File: src/rtl/seg_display_arbiter.sv
// Fixed-priority arbiter sharing one 4-digit 7-segment display between alarm/status/user sources,
// with a minimum on-screen hold time. Optional source-0 blinking is enabled by SEG_ARB_BLINK_EN.
module seg_display_arbiter #(
  parameter int TICK_DIV   = 50000000,
  parameter int HOLD_TICKS = 3
) (
  input  logic        clk,
  input  logic        reset,
  input  logic [2:0]  req,
  input  logic [19:0] data0,
  input  logic [19:0] data1,
  input  logic [19:0] data2,
  output logic [2:0]  gnt,
  output logic        busy,
  output logic [19:0] seg_data
);

  localparam int TW = (TICK_DIV > 1) ? $clog2(TICK_DIV) : 1;
  localparam int HW = (HOLD_TICKS > 0) ? $clog2(HOLD_TICKS + 1) : 1;
  localparam logic [TW-1:0] TICK_MAX = TW'(TICK_DIV - 1);
  localparam logic [HW-1:0] HOLD_MAX = HW'(HOLD_TICKS);
  localparam logic [19:0]   BLANK    = 20'hFFFFF;

  typedef enum logic [0:0] {
    ST_IDLE = 1'b0,
    ST_SHOW = 1'b1
  } state_t;

  // Lowest index wins: alarm beats status beats user.
  function automatic logic [2:0] pick_hp(input logic [2:0] r);
    logic [2:0] g;
    if (r[0]) begin
      g = 3'b001;
    end else if (r[1]) begin
      g = 3'b010;
    end else if (r[2]) begin
      g = 3'b100;
    end else begin
      g = 3'b000;
    end
    return g;
  endfunction

  function automatic logic [19:0] sel_data(input logic [2:0] g, input logic [19:0] d0,
                                           input logic [19:0] d1, input logic [19:0] d2);
    logic [19:0] d;
    case (g)
      3'b001:  d = d0;
      3'b010:  d = d1;
      3'b100:  d = d2;
      default: d = BLANK;
    endcase
    return d;
  endfunction

  state_t        r_state;
  logic [TW-1:0] r_tick_cnt;
  logic [HW-1:0] r_hold_cnt;
  logic [2:0]    r_gnt;
  logic          r_busy;
  logic [19:0]   r_data;

  state_t        w_state_nxt;
  logic [2:0]    w_gnt_nxt;
  logic [19:0]   w_data_nxt;
  logic          w_new_grant;
  logic          w_tick;
  logic          w_hold_met;
  logic          w_owner_req;
  logic [2:0]    w_hi_req;
  logic [2:0]    w_pick;

  assign w_tick      = (r_tick_cnt == TICK_MAX);
  assign w_hold_met  = (r_hold_cnt == HOLD_MAX);
  assign w_owner_req = |(req & r_gnt);
  // r_gnt - 1 turns the one-hot owner into a mask of every strictly higher-priority source.
  assign w_hi_req    = req & (r_gnt - 3'd1);
  assign w_pick      = pick_hp(req);

  // Free-running display tick; never realigned to grants.
  always_ff @(posedge clk) begin
    if (reset) begin
      r_tick_cnt <= {TW{1'b0}};
    end else if (w_tick) begin
      r_tick_cnt <= {TW{1'b0}};
    end else begin
      r_tick_cnt <= r_tick_cnt + {{(TW-1){1'b0}}, 1'b1};
    end
  end

  // Next owner, state and captured data.
  always_comb begin
    w_state_nxt = r_state;
    w_gnt_nxt   = r_gnt;
    w_data_nxt  = r_data;
    w_new_grant = 1'b0;
    case (r_state)
      ST_IDLE: begin
        if (req != 3'b000) begin
          w_state_nxt = ST_SHOW;
          w_gnt_nxt   = w_pick;
          w_data_nxt  = sel_data(w_pick, data0, data1, data2);
          w_new_grant = 1'b1;
        end else begin
          w_data_nxt  = BLANK;
        end
      end
      ST_SHOW: begin
        if (w_hold_met && ((w_hi_req != 3'b000) || (!w_owner_req && (req != 3'b000)))) begin
          w_gnt_nxt   = w_pick;
          w_data_nxt  = sel_data(w_pick, data0, data1, data2);
          w_new_grant = 1'b1;
        end else if (w_hold_met && !w_owner_req) begin
          w_state_nxt = ST_IDLE;
          w_gnt_nxt   = 3'b000;
          w_data_nxt  = BLANK;
        end else if (w_owner_req) begin
          w_data_nxt  = sel_data(r_gnt, data0, data1, data2);
        end else begin
          w_data_nxt  = r_data;
        end
      end
      default: begin
        w_state_nxt = ST_IDLE;
        w_gnt_nxt   = 3'b000;
        w_data_nxt  = BLANK;
      end
    endcase
  end

  // Arbitration state and registered grant/busy/data.
  always_ff @(posedge clk) begin
    if (reset) begin
      r_state <= ST_IDLE;
      r_gnt   <= 3'b000;
      r_busy  <= 1'b0;
      r_data  <= BLANK;
    end else begin
      r_state <= w_state_nxt;
      r_gnt   <= w_gnt_nxt;
      r_busy  <= (w_state_nxt == ST_SHOW);
      r_data  <= w_data_nxt;
    end
  end

  // Hold timer: a new grant's clear wins over a coincident tick.
  always_ff @(posedge clk) begin
    if (reset) begin
      r_hold_cnt <= {HW{1'b0}};
    end else if (w_new_grant) begin
      r_hold_cnt <= {HW{1'b0}};
    end else if ((r_state == ST_SHOW) && w_tick && !w_hold_met) begin
      r_hold_cnt <= r_hold_cnt + {{(HW-1){1'b0}}, 1'b1};
    end else begin
      r_hold_cnt <= r_hold_cnt;
    end
  end

`ifdef SEG_ARB_BLINK_EN
  logic        r_blink;
  logic        w_blink_nxt;
  logic [19:0] r_seg_out;

  // Blink phase only advances while the alarm source keeps the display.
  always_comb begin
    w_blink_nxt = 1'b0;
    if (w_new_grant || (w_state_nxt != ST_SHOW) || (w_gnt_nxt != 3'b001)) begin
      w_blink_nxt = 1'b0;
    end else if (w_tick) begin
      w_blink_nxt = ~r_blink;
    end else begin
      w_blink_nxt = r_blink;
    end
  end

  // Blanked view of the captured data; r_data keeps the real codes.
  always_ff @(posedge clk) begin
    if (reset) begin
      r_blink   <= 1'b0;
      r_seg_out <= BLANK;
    end else begin
      r_blink   <= w_blink_nxt;
      r_seg_out <= w_blink_nxt ? BLANK : w_data_nxt;
    end
  end

  assign seg_data = r_seg_out;
`else
  assign seg_data = r_data;
`endif

  assign gnt  = r_gnt;
  assign busy = r_busy;

endmodule

File: config.mk
export PLATFORM = sky130hd
export DESIGN_NAME = seg_display_arbiter
export DESIGN_NICKNAME = d
export VERILOG_FILES = /design/src/rtl/seg_display_arbiter.sv
export SDC_FILE = /design/constraint.sdc
export NUM_CORES = 1
export LEC_CHECK = 0
export BUFFER_PORTS_ARGS = -buffer_cell sky130_fd_sc_hd__buf_4
export CORE_MARGIN = 2
export CORE_UTILIZATION = 56
export CTS_CLUSTER_SIZE = 28
export DETAILED_ROUTE_END_ITERATION = 8
export PLACE_DENSITY = 0.92
export RECOVER_POWER = 100
export SYNTH_ARGS = -nofsm -noshare
export SYNTH_HDL_FRONTEND = slang
export SYNTH_SLANG_ARGS = --single-unit
File: constraint.sdc
create_clock -name clk -period 6.7 [get_ports clk]
set_input_delay 0.67 -clock clk [delete_from_list [all_inputs] [get_ports clk]]
set_output_delay 0.67 -clock clk [all_outputs]
set_load 0.005 [all_outputs]
==> metrics.md <==
| Metric | Value |
|---|---|
| Status | `finished clean` |
| Starting density of the core | `57.0%` |
| Latest clock arrival within the worst-skew pair | `0.30 ns` |
| Fin crit share | `44.7%` |
| Post-route DRC violation count | `0` |
| Antenna Cells | `0` |
| Layout cells sized above 1 | `20.6%` |
| Post-synth cell types | `47` |
| DR vias/cell | `6.46` |
| Syn Area/Cell | `7.82 um^2` |
| Worst hold stages | `1` |
| Worst-path clk slew | `0.10 ns` |
| Slew HR | `17.9%` |
| Crit. End Element | `flop` |
| Vias in the first global route | `3268` |
| I/O Pins | `89` |
| Root buf cell | `clkbuf_8` |
| Max Slew Vio Count | `0` |
| Seq/Total Area, Yosys | `33.6%` |
| Hold Path Origin | `r_tick_cnt[0]$_SDFF_PP0_` |
| Critical register-to-register path startpoint | `gnt[0]$_SDFFE_PP0P_` |
| Dpl hpwl | `6400 um` |
| Pwr/cell area | `186 nW/um^2` |
| GRT Residual Overflow | `0` |
| Die height | `78.4 um` |
| Final wirelength | `9210 um` |
| GRT Overall Usage | `29.7%` |
| Hold crit path type | `flop to flop` |
| Hold buffers post-CTS | `0` |
| CTS buffer count | `5` |
| Fin Clk Skew | `0.00808 ns` |
| Hold endpoint | `r_tick_cnt[0]$_SDFF_PP0_` |
| Drt pass-1 iters | `5` |
| Worst Setup Start Kind | `flop` |
| Clock Tree Buf Depth | `2` |
| H-tree depth | `2` |
| Detailed-route via count | `3474` |
| Crit path arrival time | `3.20 ns` |
| CTS tree | `done` |
| Most common cell after layout, fill and taps aside | `buf_4` |
| Synth Register Bits | `52` |
| Initial antenna violation count | `0` |
| Fillcell total | `425` |
| RR Endpoint | `seg_data[7]$_SDFFE_PP1P_` |
| Die ar. | `6140 um^2` |
| Buffers on Ports | `88` |
| First-pass GRT wire length | `14900 um` |
| Number of post-CTS setup repair buffers | `0` |
| FF-to-FF path depth | `7` |
| Unrepaired setup endpoints after global routing | `false` |
| Worst Tran Pin Value | `1.22 ns` |
| Die width | `78.4 um` |
| Leakage | `1.48 nW` |
| Clock Sink Count | `52` |
| Core Region | `5440 um^2` |
| Worst slack, placed | `3.79 ns` |
| Final worst setup slack | `3.71 ns` |
| Fmax | `334 MHz` |
| Final instance area | `3830 um^2` |
| Syn Nets | `467` |
| CP Class | `flop to flop` |
| Std-Cell Rows | `27` |
| Final Hold Vio Count | `0` |
| Most frequent cells in the layout | `buf_4 (64), dfxtp_1 (52), nand2_1 (48)` |
| DR iter-0 viols | `392` |
| Ys flop type | `dfxtp_1` |
| Cell count after synthesis | `396` |
| Post-synth EDFFs | `0` |
| CP Data Required Time | `6.90 ns` |
| Fin Setup TNS | `0 ns` |
| Post-CTS sizing | `0` |
| Clock period minus worst slack | `2.99 ns` |
| Placed instance area | `3750 um^2` |
| Syn. warnings | `0` |
| Routed Antenna Nets | `0` |
| Largest net degree at the start of global routing | `34` |
| GP Congestion | `0.853` |
| Total Nets Final | `536` |
| Reg-to-reg setup timing slack | `3.71 ns` |
| Area growth, synth to finish | `23.7%` |
| Max cap viols | `0` |
| Synthesized area | `3100 um^2` |
| Setup-failing EPs final | `0` |
| WL per Instance | `17.1 um` |
| Worst VDD drop | `0.000134 V` |
| Synth async-reset ratio | `0%` |
| Crit-path max FO | `18` |
[worst max-delay path by stage]
stage	cells past startpoint	endpoint	slack (ns)	startpoint
final	7	seg_data[7]$_SDFFE_PP1P_	3.71	gnt[0]$_SDFFE_PP0P_
after global routing	7	seg_data[7]$_SDFFE_PP1P_	3.60	gnt[0]$_SDFFE_PP0P_
after CTS	7	seg_data[11]$_SDFFE_PP1P_	3.97	gnt[0]$_SDFFE_PP0P_
after detailed placement	6	seg_data[7]$_SDFFE_PP1P_	3.79	req[0]
after global placement	6	seg_data[0]$_SDFFE_PP1P_	3.92	req[0]
after floorplan	5	seg_data[14]$_SDFFE_PP1P_	4.44	req[1]
[cells in the mapped netlist, types with 2 or more instances]
cell type / n / area share, %
and3_1: 3 / 0.61
ha_1: 6 / 2.4
inv_1: 5 / 0.61
dfxtp_1: 52 / 34
nand2b_1: 2 / 0.40
xnor2_1: 6 / 1.7
and4_1: 2 / 0.57
a221o_1: 7 / 2.3
o22ai_1: 20 / 4.0
nand3_1: 14 / 2.3
xor2_1: 20 / 5.7
and2_1: 2 / 0.40
nor2b_1: 5 / 1.0
or4_1: 6 / 1.5
clkbuf_1: 25 / 3.0
o221a_1: 5 / 1.8
o21a_1: 7 / 1.7
nor3_1: 3 / 0.48
o221ai_1: 7 / 2.0
nand4b_1: 2 / 0.57
nand4_1: 15 / 3.0
nor2_1: 34 / 4.1
mux2i_1: 2 / 0.65
a211oi_1: 2 / 0.48
o21ai_0: 21 / 3.4
o21ai_1: 11 / 1.8
a21oi_1: 25 / 4.0
nor4_1: 2 / 0.40
buf_2: 2 / 0.32
inv_2: 2 / 0.24
a22oi_1: 18 / 4.4
nand2_1: 48 / 5.8
[area by class of cell]
cell class              count  area (um^2)  share of cell area (%)
flip-flops and latches     52         1040                    27.2
multi-input cells         309         1900                    49.7
inverters                   8         30.0                   0.783
repair buffers             89          657                    17.1
well taps                  72         90.1                    2.35
clock buffers               6         72.6                    1.89
clock inverters             2         38.8                    1.01
[critical path, cell delays in order, from the launching register on]
cell and delay, ns:
dfxtp_1 0.45, inv_1 0.12, ha_1 0.29, nor2b_1 0.05
o21ai_0 0.46, nand4b_1 0.69, or4_1 0.70, o221a_1 0.13
[power by group]
group | switching (mW) | internal (mW) | total, mW
logic | 0.0840 | 0.0774 | 0.161
clock network | 0.102 | 0.113 | 0.215
registers | 0.0126 | 0.325 | 0.338
[logic make-up (layout without fill, tap and decap cells)]
family	count (synthesis)	in the layout	synth area share, %
adders and majority gates	6	6	2.42
xor gates and xnor gates	26	26	7.35
DFF	52	52	33.6
and+or+nand+nor	143	143	23.1
AOI/OAI and AO/OA	132	132	28.5
muxes	2	2	0.646
buffers and inverters	35	105	4.32
[layer usage]
metal  global-route usage (%)  part of all wire (%)  vias to the layer above  routed length (um)
met4                     13.2                   4.0                        0                 365
li1                         -                     -                     1621                   -
met2                     50.8                    48                      212                4410
met1                     37.4                    40                     1597                3690
met5                        0                     0                        -                   0
met3                     4.25                   8.1                       44                 745
[state kept, by name (all words and copies together) (netlist names)]
name        flops
busy            1
r_tick_cnt     26
gnt             3
seg_data       20
r_hold_cnt      2
[through the flow]
| stage | cells | utilization [%] | total power [mW] | hold WS (ns) |
|---|---|---|---|---|
| 5_1_grt | 538 | 70.5 | 0.742 | 0.493 |
| 6_report | 538 | 70.5 | 0.714 | 0.478 |
| 3_5_place_dp | 530 | 69.0 | 0.505 | 0.455 |
| 2_1_floorplan | 396 | - | 0.428 | 0.430 |
| 3_3_place_gp | 530 | 69.0 | 0.499 | 0.445 |
| 4_1_cts | 538 | 71.0 | 0.718 | 0.478 |
Power figures use the tool's default switching activity.
